===== config.mk =====
export PLATFORM = sky130hd
export DESIGN_NAME = id_ex_stage_flat
export DESIGN_NICKNAME = d
export VERILOG_FILES = /design/src/rtl/id_ex_stage_if.sv /design/src/rtl/id_ex_stage.sv /design/src/flat_wrapper.sv
export SDC_FILE = /design/constraint.sdc
export NUM_CORES = 1
export LEC_CHECK = 0
export CAP_MARGIN = 20
export CORE_ASPECT_RATIO = 0.5
export CORE_MARGIN = 4
export CORE_UTILIZATION = 39
export DETAILED_ROUTE_END_ITERATION = 12
export PLACE_DENSITY = 0.82
export SLEW_MARGIN = 20
export SYNTH_ARGS = -nofsm -noshare
export SYNTH_HDL_FRONTEND = slang
export SYNTH_SLANG_ARGS = --single-unit
export TNS_END_PERCENT = 5

===== constraint.sdc =====
create_clock -name clk_i -period 2.19 [get_ports clk_i]
set_input_delay 0.3285 -clock clk_i [delete_from_list [all_inputs] [get_ports clk_i]]
set_output_delay 0.3285 -clock clk_i [all_outputs]
set_load 0.01 [all_outputs]

===== src/rtl/id_ex_stage_if.sv =====
// ID <-> ID/EX register signal bundle; the ID side is master and the stage is slave.
// ID_EX_PERF_EN adds the perf_bubble_o / perf_stall_o counter outputs.
interface id_ex_stage_if #(
  parameter int DATA_W = 32,
  parameter int ADDR_W = 5,
  parameter int CTRL_W = 8
);
  logic              stall_i;
  logic              flush_i;
  logic              valid_i;
  logic [DATA_W-1:0] pc_i;
  logic [ADDR_W-1:0] RSaddr_i;
  logic [ADDR_W-1:0] RTaddr_i;
  logic [ADDR_W-1:0] RDaddr_i;
  logic [15:0]       imm_i;
  logic [DATA_W-1:0] RSdata_i;
  logic [DATA_W-1:0] RTdata_i;
  logic [CTRL_W-1:0] ctrl_i;
  logic [ADDR_W-1:0] WBaddr_i;
  logic [DATA_W-1:0] WBdata_i;
  logic              WBwrite_i;

  logic              valid_o;
  logic [DATA_W-1:0] pc_o;
  logic [ADDR_W-1:0] RSaddr_o;
  logic [ADDR_W-1:0] RTaddr_o;
  logic [ADDR_W-1:0] RDaddr_o;
  logic [DATA_W-1:0] imm_o;
  logic [DATA_W-1:0] RSdata_o;
  logic [DATA_W-1:0] RTdata_o;
  logic [CTRL_W-1:0] ctrl_o;
  logic              load_use_o;
`ifdef ID_EX_PERF_EN
  logic [31:0]       perf_bubble_o;
  logic [31:0]       perf_stall_o;
`endif

  modport master (
    output stall_i, flush_i, valid_i, pc_i, RSaddr_i, RTaddr_i, RDaddr_i, imm_i,
           RSdata_i, RTdata_i, ctrl_i, WBaddr_i, WBdata_i, WBwrite_i,
    input  valid_o, pc_o, RSaddr_o, RTaddr_o, RDaddr_o, imm_o, RSdata_o, RTdata_o,
           ctrl_o, load_use_o
`ifdef ID_EX_PERF_EN
           , perf_bubble_o, perf_stall_o
`endif
  );

  modport slave (
    input  stall_i, flush_i, valid_i, pc_i, RSaddr_i, RTaddr_i, RDaddr_i, imm_i,
           RSdata_i, RTdata_i, ctrl_i, WBaddr_i, WBdata_i, WBwrite_i,
    output valid_o, pc_o, RSaddr_o, RTaddr_o, RDaddr_o, imm_o, RSdata_o, RTdata_o,
           ctrl_o, load_use_o
`ifdef ID_EX_PERF_EN
           , perf_bubble_o, perf_stall_o
`endif
  );
endinterface


===== src/rtl/id_ex_stage.sv =====
// ID/EX pipeline register with write-back bypass, load-use bubbles, stall (hold) and flush.
// Latency 1 cycle; stall_i holds contents, load_use_o asks ID/IF to hold. ID_EX_PERF_EN adds counters.
module id_ex_stage #(
  parameter int DATA_W      = 32,
  parameter int ADDR_W      = 5,
  parameter int CTRL_W      = 8,
  parameter int MEMREAD_BIT = 1
) (
  input  logic          clk_i,
  input  logic          rst_i,
  id_ex_stage_if.slave  bus
);

  typedef struct packed {
    logic              valid;
    logic [DATA_W-1:0] pc;
    logic [ADDR_W-1:0] rs;
    logic [ADDR_W-1:0] rt;
    logic [ADDR_W-1:0] rd;
    logic [DATA_W-1:0] imm;
    logic [DATA_W-1:0] rs_dat;
    logic [DATA_W-1:0] rt_dat;
    logic [CTRL_W-1:0] ctrl;
  } ex_t;

  ex_t  ex_q;
  ex_t  ex_ld;
  logic load_use;
  logic bubble_ld;
  logic hold_rs;
  logic hold_rt;

  assign load_use = ex_q.valid & ex_q.ctrl[MEMREAD_BIT] & bus.valid_i
                  & (ex_q.rt != {ADDR_W{1'b0}})
                  & ((ex_q.rt == bus.RSaddr_i) | (ex_q.rt == bus.RTaddr_i));

  // Flush beats stall; a hazard or empty ID slot only bubbles when not stalled.
  assign bubble_ld = bus.flush_i | (~bus.stall_i & (load_use | ~bus.valid_i));

  assign hold_rs = ex_q.valid & bus.WBwrite_i & (bus.WBaddr_i != {ADDR_W{1'b0}})
                 & (bus.WBaddr_i == ex_q.rs);
  assign hold_rt = ex_q.valid & bus.WBwrite_i & (bus.WBaddr_i != {ADDR_W{1'b0}})
                 & (bus.WBaddr_i == ex_q.rt);

  always_comb begin
    ex_ld        = '0;
    ex_ld.valid  = 1'b1;
    ex_ld.pc     = bus.pc_i;
    ex_ld.rs     = bus.RSaddr_i;
    ex_ld.rt     = bus.RTaddr_i;
    ex_ld.rd     = bus.RDaddr_i;
    ex_ld.imm    = {{(DATA_W-16){bus.imm_i[15]}}, bus.imm_i};
    ex_ld.ctrl   = bus.ctrl_i;
    ex_ld.rs_dat = bus.RSdata_i;
    ex_ld.rt_dat = bus.RTdata_i;
    // The register file reads the old value during a same-cycle write, so forward it here.
    if (bus.RSaddr_i == {ADDR_W{1'b0}})
      ex_ld.rs_dat = '0;
    else if (bus.WBwrite_i && (bus.WBaddr_i == bus.RSaddr_i))
      ex_ld.rs_dat = bus.WBdata_i;
    if (bus.RTaddr_i == {ADDR_W{1'b0}})
      ex_ld.rt_dat = '0;
    else if (bus.WBwrite_i && (bus.WBaddr_i == bus.RTaddr_i))
      ex_ld.rt_dat = bus.WBdata_i;
  end

  always_ff @(posedge clk_i) begin
    if (rst_i || bubble_ld) begin
      ex_q <= '0;
    end else if (bus.stall_i) begin
      // Held operands keep tracking write-back so they are not stale on release.
      if (hold_rs) ex_q.rs_dat <= bus.WBdata_i;
      if (hold_rt) ex_q.rt_dat <= bus.WBdata_i;
    end else begin
      ex_q <= ex_ld;
    end
  end

  assign bus.valid_o    = ex_q.valid;
  assign bus.pc_o       = ex_q.pc;
  assign bus.RSaddr_o   = ex_q.rs;
  assign bus.RTaddr_o   = ex_q.rt;
  assign bus.RDaddr_o   = ex_q.rd;
  assign bus.imm_o      = ex_q.imm;
  assign bus.RSdata_o   = ex_q.rs_dat;
  assign bus.RTdata_o   = ex_q.rt_dat;
  assign bus.ctrl_o     = ex_q.ctrl;
  assign bus.load_use_o = load_use;

`ifdef ID_EX_PERF_EN
  logic [31:0] perf_bubble_q;
  logic [31:0] perf_stall_q;

  always_ff @(posedge clk_i) begin
    if (rst_i) begin
      perf_bubble_q <= '0;
      perf_stall_q  <= '0;
    end else begin
      if (bus.flush_i | (~bus.stall_i & load_use)) perf_bubble_q <= perf_bubble_q + 32'd1;
      if (bus.stall_i & ~bus.flush_i)              perf_stall_q  <= perf_stall_q + 32'd1;
    end
  end

  assign bus.perf_bubble_o = perf_bubble_q;
  assign bus.perf_stall_o  = perf_stall_q;
`endif

endmodule


===== src/flat_wrapper.sv =====
// flat-port wrapper written by rule: the top's interface ports become plain ports
module id_ex_stage_flat 
#(
  parameter int DATA_W      = 32,
  parameter int ADDR_W      = 5,
  parameter int CTRL_W      = 8,
  parameter int MEMREAD_BIT = 1
)
  (clk_i, rst_i, bus_stall_i, bus_flush_i, bus_valid_i, bus_pc_i, bus_RSaddr_i, bus_RTaddr_i, bus_RDaddr_i, bus_imm_i, bus_RSdata_i, bus_RTdata_i, bus_ctrl_i, bus_WBaddr_i, bus_WBdata_i, bus_WBwrite_i, bus_valid_o, bus_pc_o, bus_RSaddr_o, bus_RTaddr_o, bus_RDaddr_o, bus_imm_o, bus_RSdata_o, bus_RTdata_o, bus_ctrl_o, bus_load_use_o);
  id_ex_stage_if #(.DATA_W(DATA_W), .ADDR_W(ADDR_W), .CTRL_W(CTRL_W)) bus_i ();
  input  logic clk_i;
  input  logic rst_i;
  input wire logic [$bits(bus_i.stall_i)-1:0] bus_stall_i;
  input wire logic [$bits(bus_i.flush_i)-1:0] bus_flush_i;
  input wire logic [$bits(bus_i.valid_i)-1:0] bus_valid_i;
  input wire logic [$bits(bus_i.pc_i)-1:0] bus_pc_i;
  input wire logic [$bits(bus_i.RSaddr_i)-1:0] bus_RSaddr_i;
  input wire logic [$bits(bus_i.RTaddr_i)-1:0] bus_RTaddr_i;
  input wire logic [$bits(bus_i.RDaddr_i)-1:0] bus_RDaddr_i;
  input wire logic [$bits(bus_i.imm_i)-1:0] bus_imm_i;
  input wire logic [$bits(bus_i.RSdata_i)-1:0] bus_RSdata_i;
  input wire logic [$bits(bus_i.RTdata_i)-1:0] bus_RTdata_i;
  input wire logic [$bits(bus_i.ctrl_i)-1:0] bus_ctrl_i;
  input wire logic [$bits(bus_i.WBaddr_i)-1:0] bus_WBaddr_i;
  input wire logic [$bits(bus_i.WBdata_i)-1:0] bus_WBdata_i;
  input wire logic [$bits(bus_i.WBwrite_i)-1:0] bus_WBwrite_i;
  output wire logic [$bits(bus_i.valid_o)-1:0] bus_valid_o;
  output wire logic [$bits(bus_i.pc_o)-1:0] bus_pc_o;
  output wire logic [$bits(bus_i.RSaddr_o)-1:0] bus_RSaddr_o;
  output wire logic [$bits(bus_i.RTaddr_o)-1:0] bus_RTaddr_o;
  output wire logic [$bits(bus_i.RDaddr_o)-1:0] bus_RDaddr_o;
  output wire logic [$bits(bus_i.imm_o)-1:0] bus_imm_o;
  output wire logic [$bits(bus_i.RSdata_o)-1:0] bus_RSdata_o;
  output wire logic [$bits(bus_i.RTdata_o)-1:0] bus_RTdata_o;
  output wire logic [$bits(bus_i.ctrl_o)-1:0] bus_ctrl_o;
  output wire logic [$bits(bus_i.load_use_o)-1:0] bus_load_use_o;
  assign bus_i.stall_i = bus_stall_i;
  assign bus_i.flush_i = bus_flush_i;
  assign bus_i.valid_i = bus_valid_i;
  assign bus_i.pc_i = bus_pc_i;
  assign bus_i.RSaddr_i = bus_RSaddr_i;
  assign bus_i.RTaddr_i = bus_RTaddr_i;
  assign bus_i.RDaddr_i = bus_RDaddr_i;
  assign bus_i.imm_i = bus_imm_i;
  assign bus_i.RSdata_i = bus_RSdata_i;
  assign bus_i.RTdata_i = bus_RTdata_i;
  assign bus_i.ctrl_i = bus_ctrl_i;
  assign bus_i.WBaddr_i = bus_WBaddr_i;
  assign bus_i.WBdata_i = bus_WBdata_i;
  assign bus_i.WBwrite_i = bus_WBwrite_i;
  assign bus_valid_o = bus_i.valid_o;
  assign bus_pc_o = bus_i.pc_o;
  assign bus_RSaddr_o = bus_i.RSaddr_o;
  assign bus_RTaddr_o = bus_i.RTaddr_o;
  assign bus_RDaddr_o = bus_i.RDaddr_o;
  assign bus_imm_o = bus_i.imm_o;
  assign bus_RSdata_o = bus_i.RSdata_o;
  assign bus_RTdata_o = bus_i.RTdata_o;
  assign bus_ctrl_o = bus_i.ctrl_o;
  assign bus_load_use_o = bus_i.load_use_o;
  id_ex_stage #(.DATA_W(DATA_W), .ADDR_W(ADDR_W), .CTRL_W(CTRL_W), .MEMREAD_BIT(MEMREAD_BIT)) u_core (.clk_i(clk_i), .rst_i(rst_i), .bus(bus_i));
endmodule

==> out/metrics.csv, run 1 <==
metric;value;unit
status;completed;
area_growth;76.6;%
syn-num-nets;785;
clk_latency;0.41;ns
worst_clock_skew;0.00947;ns
cts_buffers;17;
drtIter0Drc;226;
htreeDepth;4;
grt_pass1_vias;6162;
synth_area_per_cell;9.92;um^2
wl_per_cell;18.9;um
slowest_stage;dfxtp_4;
placed_cells;1133;
diodes;0;
slew_violations;0;
slowest_delay;0.34;ns
crit_chain;buf_4 -> xor2_1 -> nor3_1 -> a22oi_1 -> nor3b_2 -> buf_6;
drc;0;
critPathMaxFanout;4;
ys_ff_latch;136;
yosys.area.top_type;dfxtp_1;
period_share;0.980;
num_vias;5975;
ant_nets;0;
syn_inst;607;
ys_top_cells_by_area;dfxtp_1, mux2i_1, nor2_1, a221oi_2, a221oi_1;
path_class;flip-flop to output port;
max_slew_margin;0.560;
start_kind;flip-flop;
setup_viol;0;
fin_util;0.719;
root_buffer;clkbuf_16;
viasPerCell;5.13;
clk_pin_slew;0.06;ns
critPathRequiredTime;1.86;ns
yosysTopAreaCellShare;0.452;
yosys_warnings;0;
grt_pass1_wl;33300;um
dieWidth;184;um
power_density;668;mW/mm^2
cts_sinks;136;
worst_slew_pin_slew;0.660;ns
post-dp-hpwl;17000;um
leakage;4.17;nW
grt_start_max_net_pins;39;
globalRouteTotalUtil;0.240;
yosysSeqAreaShare;0.452;
drive_gt1_frac;0.170;
cts_hold_buf;0;
final-instance-count-excl-fill;1165;
num_io_pins;331;
wirelength;22000;um
worst_slack;0.0442;ns
worst-path-buf-inv;2;
rsz0062_at_grt;true;
worst_hold_slack;0.462;ns
setup.worst_path.end_class;output port;
hp-class;primary input to flip-flop;
fin_nets;1133;
max_cap_viol_count;0;
crit_family;simple AND/OR/NAND/NOR gates;
antenna_found_initial;0;
die-area;0.0176;mm^2
core-area;0.0148;mm^2
netlist_area;0.00602;mm^2
cp.arrival;1.82;ns
initial_utilization;0.407;
portBuffers;330;
rows;31;
clockBufferDepth;2;
synth_cell_types;33;
grt.overflow.total;0;
max_freq;0.466;GHz
dr.pass1.iters;7;
tns;0;ns
cts_tree;yes;
ir_worst_vdd;0.000481;V
routabilityCongestion;0.822;
finalCriticalPeriod;2.15;ns
finalHoldViolCount;0;
pre_cts_ws;-0.447;ns
die_y;95.9;um
final cells by class:
type / count / area [um^2]
inverters: 2 / 7.51
well taps: 198 / 248
clock inverters: 12 / 224
repair buffers: 399 / 4000
flip-flops and latches: 136 / 2730
fillers: 1063 / 4150
multi-input cells: 399 / 2990
clock buffers: 19 / 433
worst register-to-register path, delay by kind of cell (launching register included):
family / cells / cell delay, ns
AO/OA/AOI/OAI: 2 / 0.80
buffers and inverters: 3 / 0.47
flip-flops: 1 / 0.34
AND/OR/NAND/NOR: 2 / 0.24
XOR/XNOR: 1 / 0.18
path summary, 6_finish.rpt:
| check | start | to | slack, ns | cells after the start |
|---|---|---|---|---|
| setup / recovery | u_core.bus.RTaddr_o[0] | bus_load_use_o | 0.04 | 6 |
| hold / removal | bus_stall_i | u_core.bus.RSaddr_o[4] | 0.46 | 4 |
| setup reg to reg | u_core.bus.RTaddr_o[1] | u_core.bus.RTdata_o[3] | 0.06 | 8 |
| hold reg to reg | u_core.bus.RTdata_o[14] | u_core.bus.RTdata_o[14] | 0.49 | 2 |
kinds of logic after synthesis:
family | count (synthesis) | share of synthesized area
xor+xnor | 30 | 0.0436
flops | 136 | 0.452
buf+inv | 72 | 0.0671
simple gates | 220 | 0.169
compound gates | 78 | 0.150
mux | 71 | 0.118
sequential cells by signal, indices dropped and copies added, names as in the netlist:
signal / flops
u_core.bus.ctrl_o: 8
u_core.bus.RTaddr_o: 5
u_core.bus.RTdata_o: 32
u_core.bus.RSdata_o: 32
u_core.bus.pc_o: 32
u_core.bus.RDaddr_o: 5
u_core.bus.valid_o: 1
u_core.bus.imm_o: 16
u_core.bus.RSaddr_o: 5
power by group:
part	switching (W)	internal, W
clock	0.00110	0.00213
combinational	0.000538	0.000731
sequential	0.0000474	0.00255
total	0.00169	0.00542
per-layer routing:
layer / share of wire / vias up / wire length [um] / global-route usage
met5: 0 / - / 0 / 0
met4: 0.021 / 0 / 469 / 0.0793
met3: 0.044 / 35 / 971 / 0.0415
met2: 0.54 / 187 / 11800 / 0.459
met1: 0.40 / 2889 / 8780 / 0.277
li1: - / 2864 / - / -
timing repair:
action / CTS / global route
pin swaps: 2 / 0
cloned: 0 / 0
resized for setup: 12 / 7
buffers inserted: 2 / 0
endpoints found under the setup margin: 2 / 28
through the flow:
| step | power [W] | cell area (um^2) |
|---|---|---|
| finish | 0.00711 | 10600 |
| global route | 0.00736 | 10600 |
| CTS | 0.00715 | 10600 |
| detailed placement | 0.00391 | 9910 |
| global placement | 0.00388 | 9910 |
| floorplan | 0.00317 | 6020 |
placed cells by master (no fill, tap or decap), types with 3 or more instances in the layout:
cell             Yosys  layout
a221oi_1            34      32
a221oi_2            30      31
buf_12               0      14
buf_4               16      56
bufinv_16            0       6
clkbuf_16            0      17
clkdlybuf4s50_1      0     327
dfxtp_1            136     133
mux2i_1             71      71
nand2_1              3       3
nor2_1             141     140
nor3_1              52      51
nor3_2              15      16
o31ai_4              0       3
or4_1                4       3
xnor2_1             13      13
xor2_1              17      17
Yosys cell counts:
| library cell | instances |
|---|---|
| nor3_1 | 52 |
| o21bai_1 | 1 |
| o211ai_1 | 1 |
| or4_4 | 1 |
| nor2_1 | 141 |
| o41a_4 | 1 |
| o41ai_4 | 1 |
| o221a_2 | 1 |
| buf_1 | 8 |
| a221oi_2 | 30 |
| o21ai_0 | 1 |
| inv_1 | 2 |
| clkbuf_1 | 22 |
| xnor2_1 | 13 |
| or4_1 | 4 |
| a221oi_1 | 34 |
| nand2_1 | 3 |
| o21ba_2 | 1 |
| o41a_2 | 1 |
| buf_4 | 16 |
| a22oi_1 | 1 |
| nor3b_1 | 1 |
| a21oi_1 | 1 |
| dfxtp_1 | 136 |
| buf_2 | 17 |
| nor3_2 | 15 |
| o41ai_2 | 1 |
| o31ai_1 | 3 |
| mux2i_1 | 71 |
| xor2_1 | 17 |
| buf_6 | 7 |
| nand4_1 | 2 |
| nand3_1 | 1 |
Note: power is estimated with default switching activity, not from simulation.
==> inputs of run 2 (changes only) <==
--- a/config.mk
+++ b/config.mk
@@ -7,7 +7,6 @@
 export LEC_CHECK = 0
 export CAP_MARGIN = 20
 export CORE_ASPECT_RATIO = 0.5
-export CORE_MARGIN = 4
 export CORE_UTILIZATION = 39
 export DETAILED_ROUTE_END_ITERATION = 12
 export PLACE_DENSITY = 0.82
==> run 2 against run 1 <==
Compared with the run above:
- via count grew 1.4%
- register-to-register slack hardly changed
- critical path type is now flip-flop to flip-flop
- worst hold slack worse by 0.070 ns
- critical endpoint is now u_core.bus.RSdata_o[28]
- critical path depth is 2 higher
- non-clock buffer count decreased by 2
- flip-flop and latch count did not move
==> out/metrics.csv, run 2 (same netlist as run 1, synthesis figures left out) <==
metric;value;unit;change
drtIter0Drc;346;;+53%
hp-class;primary input to flip-flop;;
max_freq;0.470;GHz;+0.88%
cts_buffers;17;;unchanged
routabilityCongestion;0.853;;+3.8%
power_density;633;mW/mm^2;-5.3%
cp.arrival;2.44;ns;+0.62 ns
antenna_found_initial;0;;unchanged
drc;0;;unchanged
rsz0062_at_grt;true;;
portBuffers;330;;unchanged
p_sw_frac;0.250;;+0.0123
core-area;0.0148;mm^2;unchanged
grt_pass1_vias;6031;;-2.1%
slew_violations;0;;unchanged
die_y;89.9;um;-6.3%
worst-path-buf-inv;4;;+2
die-area;0.0160;mm^2;-9.3%
initial_utilization;0.407;;unchanged
num_io_pins;331;;unchanged
rrSetupSlack;0.06;ns;about the same
cpMostUsedCell;buf_4;;
area_growth;77.5;%;
p_comb_frac;0.191;;+0.012
viasPerCell;5.21;;+1.7%
cts_sinks;136;;unchanged
wirelength;21300;um;-3.2%
r2r-end;u_core.bus.RSdata_o[28];;
leakage;4.15;nW;-0.62%
globalRouteTotalUtil;0.263;;+0.0221
start_kind;flip-flop;;
htreeDepth;4;;unchanged
diodes;0;;unchanged
pwr-share-seq;0.385;;+0.019
worst_clock_skew;0.0110;ns;+0.00151 ns
min_from;bus_stall_i;;
p_int;0.00507;W;-6.4%
grt_start_max_net_pins;41;;+5.1%
slowest_delay;0.50;ns;+0.16 ns
drive_gt1_frac;0.193;;+0.0233
dieWidth;178;um;-3.3%
dr.pass1.iters;4;;-3
path_class;flip-flop to flip-flop;;
fin_nets;1131;;-0.18%
root_buffer;clkbuf_16;;
setup.worst_path.end_class;flip-flop;;
final_cell_mix;clkdlybuf4s50_1, nor2_1, dfxtp_1;;
wl_per_cell;18.4;um;-2.9%
max_slew_margin;0.554;;-0.00677
ir_worst_vdd;0.000531;V;+11%
p_switching;0.00169;W;about the same
holdPathEnd;u_core.bus.pc_o[25];;
slowest_stage;or4_1;;
n_fill_cell;1061;;-0.19%
status;completed;;
grt.overflow.total;0;;unchanged
post-dp-hpwl;15700;um;-8.0%
num_vias;6059;;+1.4%
worst_hold_slack;0.391;ns;-0.0704 ns
grt_pass1_wl;32800;um;-1.4%
clockBufferDepth;2;;unchanged
finalCriticalPeriod;2.13;ns;-0.0188 ns
worst_slew_pin_slew;0.670;ns;+0.0102 ns
crit_family;simple AND/OR/NAND/NOR gates;;
reg2reg_depth;8;;unchanged
ant_nets;0;;unchanged
period_share;0.971;;-0.00856
crit_chain;or4_1 -> o211ai_1 -> buf_4 -> buf_4 -> o31ai_4 -> buf_6 -> buf_12 -> nor3_1;;
r2r_start;u_core.bus.RTaddr_o[1];;
p_total;0.00676;W;-4.8%
clk_latency;0.41;ns;about the same
setup_viol;0;;unchanged
clk_pin_slew;0.06;ns;about the same
max_cap_viol_count;0;;unchanged
finalHoldViolCount;0;;unchanged
critPathRequiredTime;2.51;ns;+0.65 ns
rows;31;;unchanged
cts_tree;yes;;
critPathMaxFanout;15;;+11
power.share.clock;0.424;;-0.031
whs_path_depth;3;;-1
mostFrequentLayoutCell;clkdlybuf4s50_1;;
[run 2: cell types whose count changed in the layout (fill, tap and decap cells not counted), sizes merged]
cell	previous run	this run
buf	71	69
bufinv	6	3
clkbuf	19	18
clkinv	4	5
clkinvlp	1	3
[run 2: routing by layer]
| layer | routed length, um | up-vias | part of all wire | global-route usage |
|---|---|---|---|---|
| met5 | 0 | - | 0 | 0 |
| met4 | 564 | 0 | 0.026 | 0.0919 |
| met3 | 1000 | 39 | 0.047 | 0.0558 |
| met2 | 10800 | 190 | 0.51 | 0.453 |
| met1 | 8930 | 2976 | 0.42 | 0.321 |
| li1 | - | 2854 | - | - |
[run 2: power by group through the flow]
stage	sequential, W	clock (W)	combinational [W]
floorplan	0.00269	0	0.000477
global placement	0.00265	0	0.00123
detailed placement	0.00266	0	0.00125
CTS	0.00260	0.00292	0.00126
global route	0.00261	0.00304	0.00138
finish	0.00260	0.00286	0.00129
[run 2: cell type report]
cell class / instances / area [um^2] / area share
clock buffers: 18 / 429 / 0.0402
repair buffers: 397 / 4020 / 0.376
clock inverters: 12 / 154 / 0.0144
flip-flops and latches: 136 / 2730 / 0.256
multi-input cells: 399 / 3090 / 0.290
well taps: 198 / 248 / 0.0232
inverters: 2 / 7.51 / 0.000703
[run 2: how the worst max path moves through the flow]
stage	startpoint	end	slack (ns)	cells past startpoint
detailed placement	bus_RSaddr_i[4]	bus_load_use_o	-0.50	6
global route	u_core.bus.RTaddr_o[1]	u_core.bus.RSdata_o[28]	-0.03	8
CTS	u_core.bus.RTaddr_o[1]	bus_load_use_o	0.01	4
floorplan	bus_WBaddr_i[2]	u_core.bus.RSdata_o[10]	0.16	7
global placement	bus_RSaddr_i[4]	bus_load_use_o	-0.49	6
finish	u_core.bus.RTaddr_o[1]	u_core.bus.RSdata_o[28]	0.06	8
[run 2: per-stage QoR]
step / std cells / setup slack, ns / utilization / TNS (ns) / cell area [um^2]
final: 1162 / 0.0630 / 0.723 / 0 / 10700
after global routing: 1162 / -0.0262 / 0.723 / -0.300 / 10700
after CTS: 1159 / 0.0118 / 0.711 / 0 / 10500
after detailed placement: 1126 / -0.499 / 0.670 / -37.46 / 9890
after global placement: 1126 / -0.485 / 0.670 / -34.82 / 9890
after floorplan: 607 / 0.156 / - / 0 / 6020
[run 2: what timing repair did]
action	in CTS	in global routing
cloned	0	0
hold buffers	0	0
buffers inserted	3	3
pin swaps	2	3
setup endpoints to repair	1	128
gates resized for setup	8	33
[run 2: tightest hold or removal path, delay by kind of cell]
kind / cells / cell delay (ns)
muxes: 1 / 0.14
and+or+nand+nor: 1 / 0.07
buffers and inverters: 1 / 0.21
==> inputs of run 3 (changes only) <==
--- a/config.mk
+++ b/config.mk
@@ -6,10 +6,12 @@
 export NUM_CORES = 1
 export LEC_CHECK = 0
 export CAP_MARGIN = 20
-export CORE_ASPECT_RATIO = 0.5
-export CORE_UTILIZATION = 39
+export CORE_AREA = 2 2 128 130
 export DETAILED_ROUTE_END_ITERATION = 12
-export PLACE_DENSITY = 0.82
+export DIE_AREA = 0 0 130 132
+export GPL_TIMING_DRIVEN = 1
+export PLACE_DENSITY = 0.8
+export SKIP_LAST_GASP = 1
 export SLEW_MARGIN = 20
 export SYNTH_ARGS = -nofsm -noshare
 export SYNTH_HDL_FRONTEND = slang
==> run 3 against run 2 <==
Compared with the run above:
- global-route usage fell by 1.9 points
- setup slack improved by 0.033 ns
- clock power is 4% higher
- non-clock buffer count down 2
- critical path type is now flip-flop to output port
- critical endpoint is now bus_load_use_o
- largest power group unchanged
- highest routed layer unchanged
==> out/metrics.csv, run 3 (same netlist as run 1, synthesis figures left out) <==
metric;value;unit;change
max_freq;0.478;GHz;+1.6%
worst_clock_skew;0.00688;ns;-0.00410 ns
path_class;flip-flop to output port;;
wirelength;21200;um;-0.53%
grt_pass1_vias;6154;;+2.0%
ir_worst_vdd;0.000486;V;-8.6%
final-instance-count-excl-fill;1180;;+1.5%
grt.overflow.total;0;;unchanged
period_share;0.956;;-0.0153
worst-path-buf-inv;1;;-3
cp.arrival;1.77;ns;-0.67 ns
max_cap_viol_count;0;;unchanged
n_fill_cell;1244;;+17%
final_cell_mix;clkdlybuf4s50_1, nor2_1, dfxtp_1;;
grt_pass1_wl;32500;um;-0.91%
p_total;0.00682;W;+0.84%
clk_pin_slew;0.06;ns;about the same
finalHoldViolCount;0;;unchanged
viasPerCell;5.10;;-2.2%
placed_cell_area;0.00986;mm^2;-0.35%
clk_latency;0.42;ns;about the same
rows;46;;+48%
initial_utilization;0.383;;-0.0242
worst_slew_pin_slew;0.431;ns;-0.239 ns
post-dp-hpwl;15700;um;+0.53%
antenna_found_initial;0;;unchanged
slowest_stage;or4_1;;
rsz0062_at_grt;true;;
status;completed;;
crit_family;simple AND/OR/NAND/NOR gates;;
drtIter0Drc;297;;-14%
leakage;4.08;nW;-1.6%
ant_nets;0;;unchanged
postCtsSetupBuffers;0;;-3
hp-class;primary input to flip-flop;;
dr.pass1.iters;5;;+1
power_density;651;mW/mm^2;+2.9%
fin_util;0.666;;-0.0566
slew_violations;0;;unchanged
routabilityCongestion;0.842;;-1.4%
crit_chain;or4_1 -> o211ai_1 -> nor3b_1 -> buf_2;;
drive_gt1_frac;0.162;;-0.0311
finalCriticalPeriod;2.09;ns;-0.0334 ns
die_y;132;um;+47%
die-area;0.0172;mm^2;+7.5%
clockBufferDepth;2;;unchanged
htreeDepth;4;;unchanged
placed_cells;1148;;+2.0%
num_io_pins;331;;unchanged
start_kind;flip-flop;;
mostFrequentLayoutCell;clkdlybuf4s50_1;;
root_buffer;clkbuf_16;;
setup_viol;0;;unchanged
setup.worst_path.end_class;output port;;
critPathRequiredTime;1.86;ns;-0.65 ns
portBuffers;330;;unchanged
rrSetupSlack;0.17;ns;+0.11 ns
fin_nets;1129;;-0.18%
wl_per_cell;18.0;um;-2.1%
critPathMaxFanout;6;;-9
num_vias;6015;;-0.73%
cts_sinks;136;;unchanged
grt_start_max_net_pins;33;;-20%
max_slew_margin;0.713;;+0.159
diodes;0;;unchanged
dieWidth;130;um;-27%
cts_tree;yes;;
slowest_delay;0.52;ns;+0.02 ns
final_area;0.0105;mm^2;-2.0%
cts_buffers;17;;unchanged
worst_hold_slack;0.380;ns;-0.0119 ns
globalRouteTotalUtil;0.243;;-0.0193
core-area;0.0157;mm^2;+6.3%
cts_hold_buf;0;;unchanged
drc;0;;unchanged
area_growth;73.9;%;
==> run 3: cell types whose count changed in the layout (fill, tap and decap cells not counted), sizes merged <==
cell	change
clkbuf	+3
buf	-2
clkdlybuf4s50	+1
clkinvlp	-1
dlymetal6s2s	-1
==> run 3: timing repair <==
| action | CTS | global route |
|---|---|---|
| resized for setup | 9 | 1 |
| pin swaps | 1 | 0 |
| endpoints found under the setup margin | 1 | 2 |
==> run 3: path summary, 6_finish.rpt <==
check	from	endpoint	cells after the start
max	u_core.bus.RTaddr_o[0]	bus_load_use_o	4
min	bus_stall_i	u_core.bus.pc_o[11]	3
max reg2reg	u_core.bus.RSaddr_o[3]	u_core.bus.RSdata_o[17]	6
min reg2reg	u_core.bus.RTdata_o[19]	u_core.bus.RTdata_o[19]	2
==> run 3: metal layers <==
metal | vias up | global-route usage | part of all wire
li1 | 2848 | - | -
met1 | 2833 | 0.272 | 0.38
met2 | 288 | 0.414 | 0.49
met3 | 46 | 0.0877 | 0.090
met4 | 0 | 0.105 | 0.034
met5 | - | 0 | 0
==> run 3: layout make-up <==
cell class / instances / area, um^2 / share of cell area
Clock inverter: 11 / 146 / 0.0140
Clock buffer: 21 / 460 / 0.0440
Sequential cell: 136 / 2730 / 0.261
Inverter: 2 / 7.51 / 0.000717
Timing Repair Buffer: 395 / 3910 / 0.373
Multi-Input combinational cell: 399 / 2950 / 0.281
Tap cell: 216 / 270 / 0.0258
==> run 3: where the power goes <==
part / switching, W / internal (W) / total (W)
Combinational: 0.000523 / 0.000717 / 0.00124
Sequential: 0.0000512 / 0.00256 / 0.00261
Clock: 0.00112 / 0.00185 / 0.00297
Total: 0.00169 / 0.00512 / 0.00682
==> run 3: worst register-to-register path, cell delays in order, from the launching register on <==
cell and delay (ns):
dfxtp_1 0.32, xor2_1 0.16, or4_4 0.52, o41a_4 0.42, buf_4 0.20, a221oi_2 0.22, nor3_2 0.06
==> run 3: metrics by stage <==
step	setup TNS, ns	setup slack (ns)
global route	-0.00207	-0.00207
CTS	0	0.0723
detailed placement	-25.83	-0.308
floorplan	0	0.156
global placement	-24.14	-0.305
finish	0	0.0964
